## src/rtl/cnn_pkg.sv

```systemverilog
// Shared CNN definitions: op-code field positions and weight-streamer state encoding.
package cnn_pkg;

    localparam int unsigned OPC_NF_LSB = 3;
    localparam int unsigned OPC_NF_MSB = 7;
    localparam int unsigned OPC_NE_LSB = 8;
    localparam int unsigned OPC_NE_MSB = 13;

    typedef enum logic [1:0] {
        WS_IDLE,
        WS_STREAM,
        WS_GAP,
        WS_DONE
    } ws_state_t;

endpackage

```

## src/rtl/cnn_weight_streamer.sv

```systemverilog
// Streams two-element weight beats from the DMA side into the per-filter weight buffers,
// with a one-hot filter select, lane valids, end-of-filter marker and a done pulse.
module cnn_weight_streamer
    import cnn_pkg::*;
#(
    parameter int unsigned DATA_W      = 16,
    parameter int unsigned MAX_FILTERS = 32,
    parameter int unsigned ELEM_W      = 6,
    parameter int unsigned FILT_W      = 5
) (
    input  logic                   clk,
    input  logic                   nrst,
    input  logic                   start_i,
    input  logic [13:0]            op_code_i,
    input  logic [2*DATA_W-1:0]    s_data_i,
    input  logic                   s_valid_i,
    output logic                   s_ready_o,
    output logic [2*DATA_W-1:0]    w_data_o,
    output logic                   w_lane0_vld_o,
    output logic                   w_lane1_vld_o,
    output logic [MAX_FILTERS-1:0] weight_en_o,
    output logic                   filter_last_o,
    output logic                   busy_o,
    output logic                   done_o
);

    ws_state_t                state_q, state_nx;
    logic [FILT_W-1:0]        f_idx_q, f_idx_nx;
    logic [ELEM_W-1:0]        beat_cnt_q, beat_cnt_nx;
    logic [FILT_W-1:0]        nf_q, nf_nx;
    logic [ELEM_W-1:0]        ne_q, ne_nx;

    logic [2*DATA_W-1:0]      w_data_nx;
    logic                     lane0_nx, lane1_nx, last_nx;
    logic                     busy_nx, done_nx, ready_nx;
    logic [MAX_FILTERS-1:0]   en_nx;

    logic [FILT_W-1:0]        nf_raw, nf_op;
    logic [ELEM_W-1:0]        ne_op, beats_m1;
    logic                     beat_last, filt_last, xfer;
    logic                     unused_opc;

    assign unused_opc = ^op_code_i[OPC_NF_LSB-1:0];

    // Op-code decode; NF clamped to the number of addressable buffers.
    assign nf_raw = FILT_W'(op_code_i[OPC_NF_MSB:OPC_NF_LSB]);
    assign nf_op  = (32'(nf_raw) > MAX_FILTERS) ? FILT_W'(MAX_FILTERS) : nf_raw;
    assign ne_op  = ELEM_W'(op_code_i[OPC_NE_MSB:OPC_NE_LSB]);

    // ceil(NE/2)-1 without the NE+1 overflow at NE = 2**ELEM_W-1.
    assign beats_m1  = (ne_q >> 1) + ELEM_W'(ne_q[0]) - ELEM_W'(1);
    assign beat_last = (beat_cnt_q == beats_m1);
    assign filt_last = (f_idx_q == nf_q - FILT_W'(1));
    assign xfer      = s_valid_i && (state_q == WS_STREAM);

    always_comb begin
        state_nx    = state_q;
        f_idx_nx    = f_idx_q;
        beat_cnt_nx = beat_cnt_q;
        nf_nx       = nf_q;
        ne_nx       = ne_q;
        w_data_nx   = '0;
        lane0_nx    = 1'b0;
        lane1_nx    = 1'b0;
        last_nx     = 1'b0;
        en_nx       = '0;

        case (state_q)
            WS_IDLE: begin
                if (start_i) begin
                    nf_nx       = nf_op;
                    ne_nx       = ne_op;
                    f_idx_nx    = '0;
                    beat_cnt_nx = '0;
                    state_nx    = (nf_op == '0 || ne_op == '0) ? WS_DONE : WS_STREAM;
                end
            end
            WS_STREAM: begin
                en_nx = MAX_FILTERS'(1) << f_idx_q;
                if (xfer) begin
                    lane0_nx  = 1'b1;
                    lane1_nx  = !(beat_last && ne_q[0]);
                    last_nx   = beat_last;
                    w_data_nx = {lane1_nx ? s_data_i[2*DATA_W-1:DATA_W] : {DATA_W{1'b0}},
                                 s_data_i[DATA_W-1:0]};
                    if (beat_last) begin
                        beat_cnt_nx = '0;
                        if (filt_last) begin
                            f_idx_nx = '0;
                            state_nx = WS_DONE;
                        end else begin
                            f_idx_nx = f_idx_q + FILT_W'(1);
                            state_nx = WS_GAP;
                        end
                    end else begin
                        beat_cnt_nx = beat_cnt_q + ELEM_W'(1);
                    end
                end
            end
            WS_GAP:  state_nx = WS_STREAM;
            WS_DONE: state_nx = WS_IDLE;
            default: state_nx = WS_IDLE;
        endcase

        busy_nx  = (state_nx != WS_IDLE);
        ready_nx = (state_nx == WS_STREAM);
        done_nx  = (state_q == WS_DONE);
    end

    always_ff @(posedge clk or negedge nrst) begin
        if (!nrst) begin
            state_q       <= WS_IDLE;
            f_idx_q       <= '0;
            beat_cnt_q    <= '0;
            nf_q          <= '0;
            ne_q          <= '0;
            s_ready_o     <= 1'b0;
            w_data_o      <= '0;
            w_lane0_vld_o <= 1'b0;
            w_lane1_vld_o <= 1'b0;
            weight_en_o   <= '0;
            filter_last_o <= 1'b0;
            busy_o        <= 1'b0;
            done_o        <= 1'b0;
        end else begin
            state_q       <= state_nx;
            f_idx_q       <= f_idx_nx;
            beat_cnt_q    <= beat_cnt_nx;
            nf_q          <= nf_nx;
            ne_q          <= ne_nx;
            s_ready_o     <= ready_nx;
            w_data_o      <= w_data_nx;
            w_lane0_vld_o <= lane0_nx;
            w_lane1_vld_o <= lane1_nx;
            weight_en_o   <= en_nx;
            filter_last_o <= last_nx;
            busy_o        <= busy_nx;
            done_o        <= done_nx;
        end
    end

endmodule
```

## config.mk

```make
export PLATFORM = sky130hd
export DESIGN_NAME = cnn_weight_streamer
export DESIGN_NICKNAME = d
export VERILOG_FILES = /design/src/rtl/cnn_pkg.sv /design/src/rtl/cnn_weight_streamer.sv
export SDC_FILE = /design/constraint.sdc
export NUM_CORES = 1
export LEC_CHECK = 0
export CORE_MARGIN = 2
export CORE_UTILIZATION = 46
export DETAILED_ROUTE_END_ITERATION = 12
export GPL_ROUTABILITY_DRIVEN = 0
export GPL_TIMING_DRIVEN = 0
export PLACE_DENSITY = 0.8
export REMOVE_ABC_BUFFERS = 1
export SLEW_MARGIN = 20
export SYNTH_ARGS = -nofsm -noshare
export SYNTH_HDL_FRONTEND = slang
export SYNTH_SLANG_ARGS = --single-unit
```

## constraint.sdc

```tcl
create_clock -name clk -period 3 [get_ports clk]
set_input_delay 0.9 -clock clk [delete_from_list [all_inputs] [get_ports clk]]
set_output_delay 0.9 -clock clk [all_outputs]
set_load 0.05 [all_outputs]
```

* Word-level counts from Yosys, hierarchy flattened
Cells that the tools add are included.
** Storage, ports and cells
- RAM bits :: 0
- Bits of input ports :: 50
- Output and inout port bits :: 70
- ROM bits :: 0
- Bits in latches :: 0
- Memories :: 0
- Bits in registers :: 94
- Logic and storage cells :: 65
** Cells by class
- Multipliers :: 0
- Divide/modulo/power cells :: 0
- $lt $le $gt $ge :: 0
- Shift-type cells :: 1
- Reductions and logical operators :: 12
- Add/subtract/negate cells :: 5
- Bitwise operators :: 0
- Equality and inequality tests :: 9
- Mux-type cells :: 25
** Operator list (number)
- $mux 32 :: 3
- $shl 1x5->32 const A :: 1
- $mux 5 :: 4
- $mux 6 :: 3
- $mux 16 :: 1
- $pmux 6 s2 :: 1
- $pmux 5 s2 :: 1
- $mux 2 :: 4
- $pmux 2 s4 :: 1
- $mux 1 :: 7
- $add 5x1->6 :: 1
- $add 6x1->6 const B :: 1
- $eq 6x6->1 :: 1
- $logic_not 6->1 :: 1
- $ne 2x2->1 const B :: 3
- $sub 6x1->6 const B :: 1
- $add 5x1->5 const B :: 1
- $eq 5x5->1 :: 1
- $logic_not 5->1 :: 1
- $sub 5x1->5 const B :: 1
- $eq 2x1->1 const B :: 2
- $eq 2x2->1 const B :: 2
- $reduce_and 4->1 :: 1
- $reduce_bool 2->1 :: 2
- 6 further kinds :: 7

* Longest topological paths before layout
- Depth after elaboration :: 7
- Depth in mapped cells :: 9
- Mapped depth without buffers :: 8

* Worst setup path before layout
OpenSTA, ideal clock, no wires.
- Kind :: register to register
- Start point :: register ne_q[0]
- End point :: register w_data_o[22]
- Arrival :: 2071 ps
- Library setup time :: 119 ps
- Clock period less this slack :: 2190 ps
- Setup slack :: 810 ps
- Required time :: 2881 ps
- Cell stages (with the launch flop) :: 10
- Buffers on the path :: 1
- Cells stage by stage :: dfrtp_1 inv_1 ha_1 ha_1 xor2_1 nand3_1 a2111oi_4 a21boi_2 buf_6 and2_1
** On the way
- Word-level cells in the longest chain between the ends :: 7
** Ends and longest elaborated chain
- start: declaration :: line cnn_weight_streamer.sv:31 : logic [ELEM_W-1:0] ne_q, ne_nx;
- start signal: assignment :: line cnn_weight_streamer.sv:130 : ne_q <= ne_nx;
- $add 5x1->6 :: line cnn_weight_streamer.sv:51 : assign beats_m1 = (ne_q >> 1) + ELEM_W'(ne_q[0]) - ELEM_W'(1);
- $sub 6x1->6 :: line cnn_weight_streamer.sv:51
- $eq 6x6->1 :: line cnn_weight_streamer.sv:52 : assign beat_last = (beat_cnt_q == beats_m1);
- $logic_and 1x1->1 * :: line cnn_weight_streamer.sv:82 : lane1_nx = !(beat_last && ne_q[0]);
- $mux 16 * :: line cnn_weight_streamer.sv:84 : w_data_nx = {lane1_nx ? s_data_i[2*DATA_W-1:DATA_W] : {DATA_W{1'b0}},
- $mux 32 * :: line cnn_weight_streamer.sv:80 : if (xfer) begin
- $mux 32 * :: line cnn_weight_streamer.sv:68 : case (state_q)
- named net w_data_nx[22] :: line cnn_weight_streamer.sv:33 : logic [2*DATA_W-1:0] w_data_nx;
- end signal: assignment :: line cnn_weight_streamer.sv:132 : w_data_o <= w_data_nx;
- end: declaration :: line cnn_weight_streamer.sv:18 : output logic [2*DATA_W-1:0] w_data_o,
The timed path passes the listed nets; every way through them passes the cells marked *.
A chain may end at the register's enable or synchronous reset.

==> impl_results.md <==
- Status: finished clean
- Final setup viols: 0
- Multiplexer area fraction after synthesis: 0.0269
- Post-Synth Simple-Gate Area: 0.189
- Largest net degree at the start of global routing: 60
- Combinational power share: 0.424
- First-pass GRT wire length: 12300 µm
- Yosys warns: 0
- Drt drc: 0
- Drt wl/cell: 13.9 µm
- Max clock buf depth: 2
- Power consumption: between 4 and 5 mW
- Worst-path clk slew: ~0.090 ns
- Layout Cell Area excl Fill: approximately 5100 µm²
- TritonCTS clock tree: built
- Global routing's busiest layer: met2
- Power Internal: 2.59 mW
- Peak VDD IR: 0.399 mV
- Die Y: around 93 µm
- Net Switching: approximately 1.8 mW
- Pins Over Slew Limit: 0
- Min-delay worst type: primary input to async pin
- Worst skew pair latency: 0.37 ns
- Clock Sinks: 94
- GRT overflow: 0
- Core area: 7730 µm²
- Synth Area in Compound Gates: 0.0422
- Slew HR: 0.575
- Met2 Use GR: 0.287
- Setup Buffers After CTS: 0
- Worst setup EP type: flip-flop
- Vias in the first global route: around 2500
- Number of diodes: 0
- Initial DRC Count: roughly 110
- Pre-CTS setup slack: -0.280 ns
- M1 GR Usage: 0.249
- Leak: 2.35 nW
- H-tree levels: 3
- CP max FO: 18
- Main combinational cell family by area after synthesis: simple AND/OR/NAND/NOR gates
- Via density: between 4 and 5
- Crit path required time: around 3.3 ns
- Final Util: 0.666
- Max-cap violations: 0
- Die Width: 93.4 µm
- 1st-pass router iterations: 4
- FP Rows: 32
- RSZ-0062 raised after global routing: false
- Synth Register Bits: between 90 and 100
- Worst slew pin tran: 0.638 ns
- Initial core utilization: 0.475
- Adder-cell share of the synthesized area: 0.0341
- CTS root buf: clkbuf_8
- Clk_skew: approximately 0.0085 ns
- Fin worst setup slack: approximately 0.32 ns
- Synth top area share: 0.641
- Cell Count, Final, Fillers Out: 536
- Post-layout nets: 489
- Sw Share: 0.410
- Top post-synthesis cells by count: dfrtp_1 (94), nor2_1 (44), nand2_1 (23)
- CTS buffer count: 9
- Worst Hold Slack: approximately 0.48 ns
- Max Fclk: about 370 MHz
- Ys async rst share: 1.00
- Vias post-DR: around 2600
- Yosys cell types: 40
- Post-route ant nets: 0
- Synth area leaders: dfrtp_1 (64%), nor2_1 (4.5%), and2_1 (3.4%)
- Crit path arrival time: slightly below 3 ns
- Synthesized area per cell: about 12 µm²
- Sequential power share: 0.394
- Post-synthesis sequential area ratio: 0.641
- Setup TNS: 0 ns
- Most frequent cell after synthesis: dfrtp_1
- Port Buffer Count: 116
- Mapped Cells: 311
- Die area: roughly 8700 µm²
- Setup CP Type: primary input to flip-flop
- FILL cells: 594
- Final period utilization: 0.893
- Layout cell share with drive strength beyond 1: 0.0760
- Total wire length: approximately 7500 µm
- Tmin final: between 2 and 3 ns
- PD cells: about 850 nW/µm²
- Met3 usage: 0.0475
- Cell Area, Placed: between 4000 and 5000 µm²
- Clock Power Share: 0.182
- Worst setup SP type: primary input
- DP Cell Count: 520
- Initial antenna violation count: 0
- Ys flop type: dfrtp_1
- Detailed-placement wirelength estimate: between 5000 and 6000 µm
- Tot GR Track Use: 0.184
- Cell taking the most area after synthesis: dfrtp_1
- Fin. Hold Viols: 0
- Post-synth EDFFs: 0
- Ports: 120
- XOR/XNOR share of the synthesized area: 0.0429
- P&R area growth vs syn: 40.1%
- Mapped Area: 3670 µm²
-- metal layers --
metal / vias to the layer above / part of all wire
met1: 1205 / 0.46
met4: 0 / 0.011
met3: 6 / 0.059
li1: 1262 / -
met2: 87 / 0.47
met5: - / 0
-- final timing paths --
path,from,slack (ns),depth (start not counted),endpoint
max in group asynchronous,nrst,1.90,2,w_data_o[2]
min in group clk,ne_q[1],0.54,2,ne_q[1]
max,s_valid_i,0.32,5,ne_q[3]
max reg2reg,ne_q[0],0.47,8,w_data_o[27]
min,nrst,0.48,1,w_data_o[26]
min reg2reg,ne_q[1],0.54,2,ne_q[1]
-- sequential cells by signal (all words and copies together) (netlist names) --
name	cells
w_lane0_vld_o	1
busy_o	1
nf_q	5
done_o	1
w_lane1_vld_o	1
f_idx_q	5
filter_last_o	1
weight_en_o	32
w_data_o	32
beat_cnt_q	6
state_q	2
ne_q	6
s_ready_o	1
-- kinds of logic (layout without fill, tap and decap cells) --
family / count (synthesis) / count (layout)
and+or+nand+nor: 138 / 138
DFF: 94 / 94
AOI/OAI and AO/OA: 21 / 21
buffers and inverters: 21 / 144
xor gates and xnor gates: 18 / 18
adders and majority gates: 10 / 10
muxes: 9 / 9
-- power by group through the flow --
stage	clock (mW)	sequential, mW	combinational (mW)
after floorplan	0	2.20	0.801
after global placement	0	1.74	1.79
after detailed placement	0	1.75	1.87
after CTS	0.823	1.73	1.87
after global routing	0.882	1.76	2.02
final	0.801	1.73	1.86
-- cell usage in the layout, fill, tap and decap left out, types with 2 or more instances in the layout --
cell type / count
nand2_1: 23
nand2b_1: 7
dfrtp_1: 94
o22ai_1: 2
or2_2: 3
nor3_1: 4
o21ai_0: 8
clkdlybuf4s50_1: 115
nor2_1: 44
xor2_1: 10
mux2i_1: 2
inv_6: 3
inv_1: 10
ha_1: 10
clkbuf_8: 10
a31oi_1: 2
mux2_2: 7
nor3b_1: 2
nand3_1: 8
nand4_1: 3
and2_1: 20
and3_1: 16
xnor2_1: 8
-- critical path, stage by stage --
cell,delay [ns]
clkdlybuf4s50_1,0.75
mux2i_1,0.18
or2_2,0.39
nor2_4,0.33
mux2_2,0.38
-- timing repair --
action,in CTS,in global routing
hold buffers,0,0
setup endpoints to repair,0,6
resized for setup,0,1
-- area by class of cell --
class	count	area (µm²)	share of cell area
multi-input cells	196	1240	0.241
flip-flops and latches	94	2350	0.457
repair buffers	118	1200	0.233
well taps	102	128	0.0248
clock buffers	10	138	0.0267
clock inverters	6	51.3	0.00997
inverters	10	37.5	0.00729
(Power assumes the default switching activity.)
